File: src/rtl/command_decoder_v2.sv
// Byte-stream command decoder: opcode + 0..6 LE arg bytes -> one-cycle mode/pixel strobe or error pulse.
// Latency: last arg at N -> strobe at N+2; backpressure: holds in ISSUE (o_rdy=0) until i_gen_ready.
module command_decoder_v2 #(
    parameter int COORD_W = 10,
    parameter int COLOR_W = 12,
    parameter int TIMEOUT = 255
) (
    input  logic               i_clk,
    input  logic               i_reset,
    input  logic               i_we,
    input  logic               i_en,
    input  logic [7:0]         i_data,
    output logic               o_ack,
    output logic               o_rdy,
    input  logic               i_gen_ready,
    output logic [7:0]         o_mode,
    output logic               o_set_mode,
    output logic [COORD_W-1:0] o_pixel_x,
    output logic [COORD_W-1:0] o_pixel_y,
    output logic [COLOR_W-1:0] o_color,
    output logic               o_set_pixel,
    output logic               o_error
);

    typedef enum logic [1:0] {
        ST_IDLE  = 2'd0,
        ST_ARGS  = 2'd1,
        ST_ISSUE = 2'd2
    } state_t;

    localparam logic [1:0] OP_SET_MODE  = 2'd1;
    localparam logic [1:0] OP_SET_BG    = 2'd2;
    localparam logic [1:0] OP_SET_PIXEL = 2'd3;

    localparam int TMO_W = (TIMEOUT < 2) ? 1 : $clog2(TIMEOUT + 1);
    localparam logic [TMO_W-1:0] TMO_LAST = TMO_W'((TIMEOUT == 0) ? 0 : TIMEOUT - 1);
    localparam logic [TMO_W-1:0] TMO_ONE  = TMO_W'(1);

    state_t             state_q, state_d;
    logic [1:0]         op_q, op_d;
    logic [47:0]        args_q, args_d;
    logic [2:0]         argcnt_q, argcnt_d;
    logic [TMO_W-1:0]   tmo_q, tmo_d;
    logic               ack_q, ack_d;
    logic               err_q, err_d;
    logic               set_mode_q, set_mode_d;
    logic               set_pixel_q, set_pixel_d;
    logic [7:0]         mode_q, mode_d;
    logic [COORD_W-1:0] pixel_x_q, pixel_x_d;
    logic [COORD_W-1:0] pixel_y_q, pixel_y_d;
    logic [COLOR_W-1:0] color_q, color_d;

    logic               accept;
    logic [2:0]         last_idx;
    logic               unused_args_bits;

    assign o_rdy  = (state_q != ST_ISSUE);
    assign accept = i_we && i_en && o_rdy;

    // Index of the final arg byte for the latched opcode.
    always_comb begin
        last_idx = 3'd0;
        case (op_q)
            OP_SET_MODE:  last_idx = 3'd0;
            OP_SET_BG:    last_idx = 3'd1;
            OP_SET_PIXEL: last_idx = 3'd5;
            default:      last_idx = 3'd0;
        endcase
    end

    always_comb begin
        state_d     = state_q;
        op_d        = op_q;
        args_d      = args_q;
        argcnt_d    = argcnt_q;
        tmo_d       = tmo_q;
        ack_d       = accept;
        err_d       = 1'b0;
        set_mode_d  = 1'b0;
        set_pixel_d = 1'b0;
        mode_d      = mode_q;
        pixel_x_d   = pixel_x_q;
        pixel_y_d   = pixel_y_q;
        color_d     = color_q;

        case (state_q)
            ST_IDLE: begin
                if (accept) begin
                    if (i_data == 8'd0) begin
                        state_d = ST_IDLE;
                    end else if (i_data > 8'd3) begin
                        err_d = 1'b1;
                    end else begin
                        op_d     = i_data[1:0];
                        args_d   = '0;
                        argcnt_d = 3'd0;
                        tmo_d    = '0;
                        state_d  = ST_ARGS;
                    end
                end
            end

            ST_ARGS: begin
                if (accept) begin
                    args_d[{argcnt_q, 3'b000} +: 8] = i_data;
                    argcnt_d = argcnt_q + 3'd1;
                    tmo_d    = '0;
                    if (argcnt_q == last_idx) begin
                        state_d = ST_ISSUE;
                    end
                end else if (TIMEOUT != 0) begin
                    // Host stalled mid-command: drop the partial command entirely.
                    if (tmo_q == TMO_LAST) begin
                        err_d    = 1'b1;
                        state_d  = ST_IDLE;
                        args_d   = '0;
                        argcnt_d = 3'd0;
                        tmo_d    = '0;
                    end else begin
                        tmo_d = tmo_q + TMO_ONE;
                    end
                end
            end

            ST_ISSUE: begin
                if (i_gen_ready) begin
                    state_d  = ST_IDLE;
                    argcnt_d = 3'd0;
                    case (op_q)
                        OP_SET_MODE: begin
                            mode_d     = args_q[7:0];
                            set_mode_d = 1'b1;
                        end
                        OP_SET_BG: begin
                            pixel_x_d   = '0;
                            pixel_y_d   = '0;
                            color_d     = args_q[COLOR_W-1:0];
                            set_pixel_d = 1'b1;
                        end
                        OP_SET_PIXEL: begin
                            pixel_x_d   = args_q[COORD_W-1:0];
                            pixel_y_d   = args_q[16 +: COORD_W];
                            color_d     = args_q[32 +: COLOR_W];
                            set_pixel_d = 1'b1;
                        end
                        default: begin
                            state_d = ST_IDLE;
                        end
                    endcase
                end
            end

            default: begin
                state_d = ST_IDLE;
            end
        endcase
    end

    always_ff @(posedge i_clk or posedge i_reset) begin
        if (i_reset) begin
            state_q     <= ST_IDLE;
            op_q        <= 2'd0;
            args_q      <= '0;
            argcnt_q    <= 3'd0;
            tmo_q       <= '0;
            ack_q       <= 1'b0;
            err_q       <= 1'b0;
            set_mode_q  <= 1'b0;
            set_pixel_q <= 1'b0;
            mode_q      <= 8'd0;
            pixel_x_q   <= '0;
            pixel_y_q   <= '0;
            color_q     <= '0;
        end else begin
            state_q     <= state_d;
            op_q        <= op_d;
            args_q      <= args_d;
            argcnt_q    <= argcnt_d;
            tmo_q       <= tmo_d;
            ack_q       <= ack_d;
            err_q       <= err_d;
            set_mode_q  <= set_mode_d;
            set_pixel_q <= set_pixel_d;
            mode_q      <= mode_d;
            pixel_x_q   <= pixel_x_d;
            pixel_y_q   <= pixel_y_d;
            color_q     <= color_d;
        end
    end

    // Upper bits of each 16-bit field are dropped when widths are narrower than 16.
    assign unused_args_bits = ^args_q;

    assign o_ack       = ack_q;
    assign o_error     = err_q;
    assign o_set_mode  = set_mode_q;
    assign o_set_pixel = set_pixel_q;
    assign o_mode      = mode_q;
    assign o_pixel_x   = pixel_x_q;
    assign o_pixel_y   = pixel_y_q;
    assign o_color     = color_q;

endmodule

File: config.mk
export PLATFORM = sky130hd
export DESIGN_NAME = command_decoder_v2
export DESIGN_NICKNAME = d
export VERILOG_FILES = /design/src/rtl/command_decoder_v2.sv
export SDC_FILE = /design/constraint.sdc
export NUM_CORES = 1
export LEC_CHECK = 0
export ABC_AREA = 1
export CAP_MARGIN = 30
export CORE_MARGIN = 5
export CORE_UTILIZATION = 40
export DETAILED_ROUTE_END_ITERATION = 8
export GPL_ROUTABILITY_DRIVEN = 0
export GPL_TIMING_DRIVEN = 1
export PLACE_DENSITY = 0.64
export SYNTH_ARGS = -nofsm -noshare
export SYNTH_HDL_FRONTEND = slang
export SYNTH_SLANG_ARGS = --single-unit
export TNS_END_PERCENT = 20
File: constraint.sdc
create_clock -name i_clk -period 2.83 [get_ports i_clk]
set_input_delay 0.4245 -clock i_clk [delete_from_list [all_inputs] [get_ports i_clk]]
set_output_delay 0.4245 -clock i_clk [all_outputs]
set_load 0.03 [all_outputs]
Word-level counts from Yosys, hierarchy flattened
Index checks and enable logic that the tools add are counted.
- $add $sub $neg: 3
- multiply operators: 0
- divide/modulo/power cells: 0
- order comparisons: 1
- equality and inequality tests: 15
- shifts and indexed selects: 2
- mux-type cells: 44
- bitwise operators: 2
- reductions and logical operators: 15
- operators by type and width (cell ; number):
    $mux 48 ; 5
    $pmux 48 s2 ; 1
    $bwmux 48 ; 1
    $shift 8x8->48 const A ; 1
    $shiftx 8x8->48 ; 1
    $mux 8 ; 5
    $pmux 10 s2 ; 2
    $pmux 12 s2 ; 1
    $mux 3 ; 6
    $pmux 8 s2 ; 1
    $mux 2 ; 7
    $mux 1 ; 11
    $ne 2x2->1 const B ; 5
    $reduce_and 5->1 ; 2
    $ne 3x3->1 const B ; 3
    $pmux 3 s3 ; 1
    $add 8x1->8 const B ; 1
    $eq 8x8->1 const B ; 1
    $gt 8x2->1 const B ; 1
    $logic_not 8->1 ; 1
    $neg 6->8 ; 1
    $reduce_and 4->1 ; 2
    $eq 2x2->1 const B ; 3
    $pmux 2 s3 ; 1
    other kinds (13) ; 18
- register bits: 107
- bits in latches: 0
- memory bits (writable): 0
- ROM bits: 0
- input bits: 13
- logic and storage cells: 95
- memories kept: 0

Depth between registers and ports, before layout
- depth after elaboration: 6
- gate-level depth with buffers: 11
- mapped depth without buffers: 11

Least setup slack after synthesis
No wires, ideal clock.
- kind: reg-to-reg
- start point: register argcnt_q[0]
- end point: register args_q[32]
- setup time: 0.117 ns
- arrival: 1.612 ns
- data required time: 2.713 ns
- path slack: 1.101 ns
- stages on the path, launching flop included: 11
- path buffers: 0
- clock period less this slack: 1.729 ns
- cell sequence: dfrtp_1 -> inv_1 -> ha_1 -> ha_1 -> inv_1 -> nor2_1 -> nand3b_1 -> nand2_2 -> nand4_4 -> nand2_1 -> nand2_1
- longest elaborated chain between the ends: 5
- elaborated cells between the ends (all ways): 6
- ends and longest elaborated chain (element ; line ; source):
    start: declaration ; 42 ; logic [2:0] argcnt_q, argcnt_d;
    start signal: assignment ; 178 ; argcnt_q <= argcnt_d;
    $neg 6->8 * ; 105 ; args_d[{argcnt_q, 3'b000} +: 8] = i_data;
    $shiftx 8x8->48 / $shift 8x8->48 (equally long branches) ; 105 ;
    $bwmux 48 * ; 105 ;
    $mux 48 * ; 104 ; if (accept) begin
    $pmux 48 s2 * ; 86 ; case (state_q)
    end signal: assignment ; 177 ; args_q <= args_d;
    end: declaration ; 41 ; logic [47:0] args_q, args_d;
Mark *: on every way between the ends. The rest lies on a longest branch, timed or not.
A chain may end at the register's enable or synchronous reset.

Worst setup path in the final report
- start point: register state_q[0]
- end point: output o_rdy
- longest elaborated chain between the ends: 1
- ends and longest elaborated chain (element ; line ; source):
    start: declaration ; 39 ; state_t state_q, state_d;
    start signal: assignment ; 175 ; state_q <= state_d;
    $ne 2x2->1 ; 57 ; assign o_rdy = (state_q != ST_ISSUE);
    end: declaration ; 14 ; output logic o_rdy,
Every way passes these cells.

==> flow_summary.toml <==
[floorplanning]
dieWidth_um = 115.7
dieArea_um2 = 13390
start_util = 0.4106
num_rows = 38
io_pins = 58
die_h_um = 115.7
fp.coreArea_um2 = 10890

[routing]
dr.max_layer_used = "met4"
dr_wl_met3_um = 504
drt-vias-per-instance = 4.876
route.layer.met1.wl_mm = 4.490
dr_wl_met2_mm = 5.034
drc = 0
wire_per_inst_um = 14.10
routed_wl_mm = 10.15
via_count = 3511
ant_nets = 0
drtIter0Drc = 232
firstDrtPassIters = 4

[cells_and_area]
layout_commonest_cell = "nand2_1"
syn_to_final_growth_pct = 19.76
final_cells = 720
nNetsFinal = 594
antennaDiodeCount = 0
drive_gt1_frac = 0.1138
fillers = 1088
final_cell_mix = "156 x nand2_1, 93 x dfrtp_1, 57 x clkdlybuf4s50_1, 54 x inv_1, 49 x o21ai_0"

[logic_synthesis]
synth_area_leaders = "dfrtp_1 52%, nand2_1 13%, o21ai_0 5.5%"
synth_top_area_frac = 0.5206
synth_edf_count = 0
synthFlopType = "dfrtp_1"
synth_warnings = 0
ys_ff_latch = 93
seq_area_frac_synth = 0.5206
synth.distinct_cells = 32
synth_fp_nets = 537
postSynthCellCount = 518
async_reset_ff_frac = 1.000
avgSynthCellArea_um2 = 8.630
netlist_area_um2 = 4471
synth.largest_area_cell = "dfrtp_1"

[worst_setup_path]
crit_path_end_kind = "output port"
crit_path_top_delay_cell = "clkdlybuf4s50_1"
critPathKind = "register to output port"
cp_max_fo = 4
crit_family = "buffers and inverters"
worstPathArrival_ps = 1690
crit_buf_inv = 2
start_kind = "register"
max_stage_delay_ps = 680
crit_required_ps = 2410
cp_cell_sequence = "inv_2 -> nand2_4 -> clkdlybuf4s50_1"

[clock_network]
numCtsBuffers = 9
clk-insertion-delay-late_ps = 360
cts-root-buf = "clkbuf_8"
htree_levels = 3
cts_resized = 0
cts.sinks = 93
cts.path.max_buffers = 2
cts_tree = "built"
post-cts-setup-buffers = 0
cts_hold_buf = 0
clk_pin_slew_ps = 100

[timing]
fmaxAchievable_mhz = 472.6
hold_violations = 0
rsz0062_at_grt = "no"
period_needed_ps = 2116
post-route-period-util = 0.7477
worst_slack_ps = 714.0
tns_ps = 0
finalSetupViolCount = 0
skew_ps = 14.05
worst-slew-pin-transition_ps = 768.9
finalMaxSlewViolations = 0
max-slew-margin-rel = 0.4868

[grt]
antenna_found_initial = 0
grt_pass1_wl_mm = 17.39
first_global_vias = 3425
grt_usage = 0.1640
grt.overflow.total = 0
grt_start_max_net_pins = 57

[pwr]
powerDensity_nw_per_um2 = 680.4
leakagePower_uw = 0.002542
vdd_ir_drop_max_v = 0.0003446

[flow_run]
cap_viol_max_count = 0

[place]
place_ws_ps = 632.6
portBuffers = 57
hpwl_mm = 7.456
dp.cells = 704

[outcome]
status = "completed"

[worst_hold_path]
hold_path_class = "primary input to asynchronous set/reset pin"
area by class of cell:
type,count,area (µm²),area share
clock buffer,9,123.9,0.02314
clock inverter,7,58.81,0.01098
inverter,61,232.7,0.04347
multi-input combinational,349,1823,0.3405
sequential,93,2327,0.4347
tap,140,175.2,0.03272
timing repair buffer,61,613.1,0.1145
cell families after synthesis:
kind of cell             after synthesis  share of synthesized area
AO/OA/AOI/OAI                         74                    0.09852
XOR/XNOR                               7                    0.01371
adder cells (fa/ha/maj)                6                    0.01679
buffers and inverters                 76                    0.07165
flip-flops                            93                     0.5206
AND/OR/NAND/NOR                      262                     0.2788
path summary, 6_finish.rpt:
check	endpoint	slack [ps]	startpoint	depth (start not counted)
min in group i_clk	args_q[39]	480	args_q[39]	2
max	o_rdy	710	state_q[0]	3
max in group asynchronous	args_q[39]	1740	i_reset	3
min reg2reg	args_q[39]	480	args_q[39]	2
min	o_mode[5]	430	i_reset	2
max reg2reg	args_q[32]	790	argcnt_q[0]	10
power breakdown:
| group | leakage, µW | internal [µW] | switching (µW) |
|---|---|---|---|
| clock | 0.0000857 | 333 | 511 |
| sequential | 0.00124 | 1490 | 158 |
| combinational | 0.00122 | 364 | 782 |
| total | 0.00254 | 2190 | 1450 |
Yosys cell counts (3+ instances only):
cell type and n:
nand4_4 3, inv_1 55, o21ai_0 49, ha_1 6, a31oi_1 5, nand2_2 7
nor2_2 12, nand2_4 3, nand4_1 8, buf_6 4, inv_2 5, dfrtp_1 93
nor2_4 4, xor2_1 7, nand3_1 32, a21oi_1 8, clkbuf_2 3, nor2_1 33
clkbuf_1 7, nand2_1 156, a31oi_2 7
per-layer routing:
metal  track usage  vias up
met1        0.2188     1658
li1              -     1764
met3       0.02820        9
met4       0.05104        0
met5             0        -
met2        0.2747       80
sequential cells by signal, summed over array words and instances, names as in the netlist, 3 cells and up:
signal     flops
argcnt_q       3
args_q        34
o_color       12
o_mode         8
o_pixel_x     10
o_pixel_y     10
tmo_q          8
per-stage QoR:
step                hold WS (ps)  power [µW]    util  instance area (µm²)
floorplan                  441.5        2506       -                 4474
global placement           457.0        2791  0.4749                 5171
detailed placement         457.6        2827  0.4749                 5171
CTS                        429.5        3674  0.4917                 5354
global route               492.3        3889  0.4917                 5354
finish                     431.7        3643  0.4917                 5354
No activity file was read; power rests on OpenSTA's default activity.
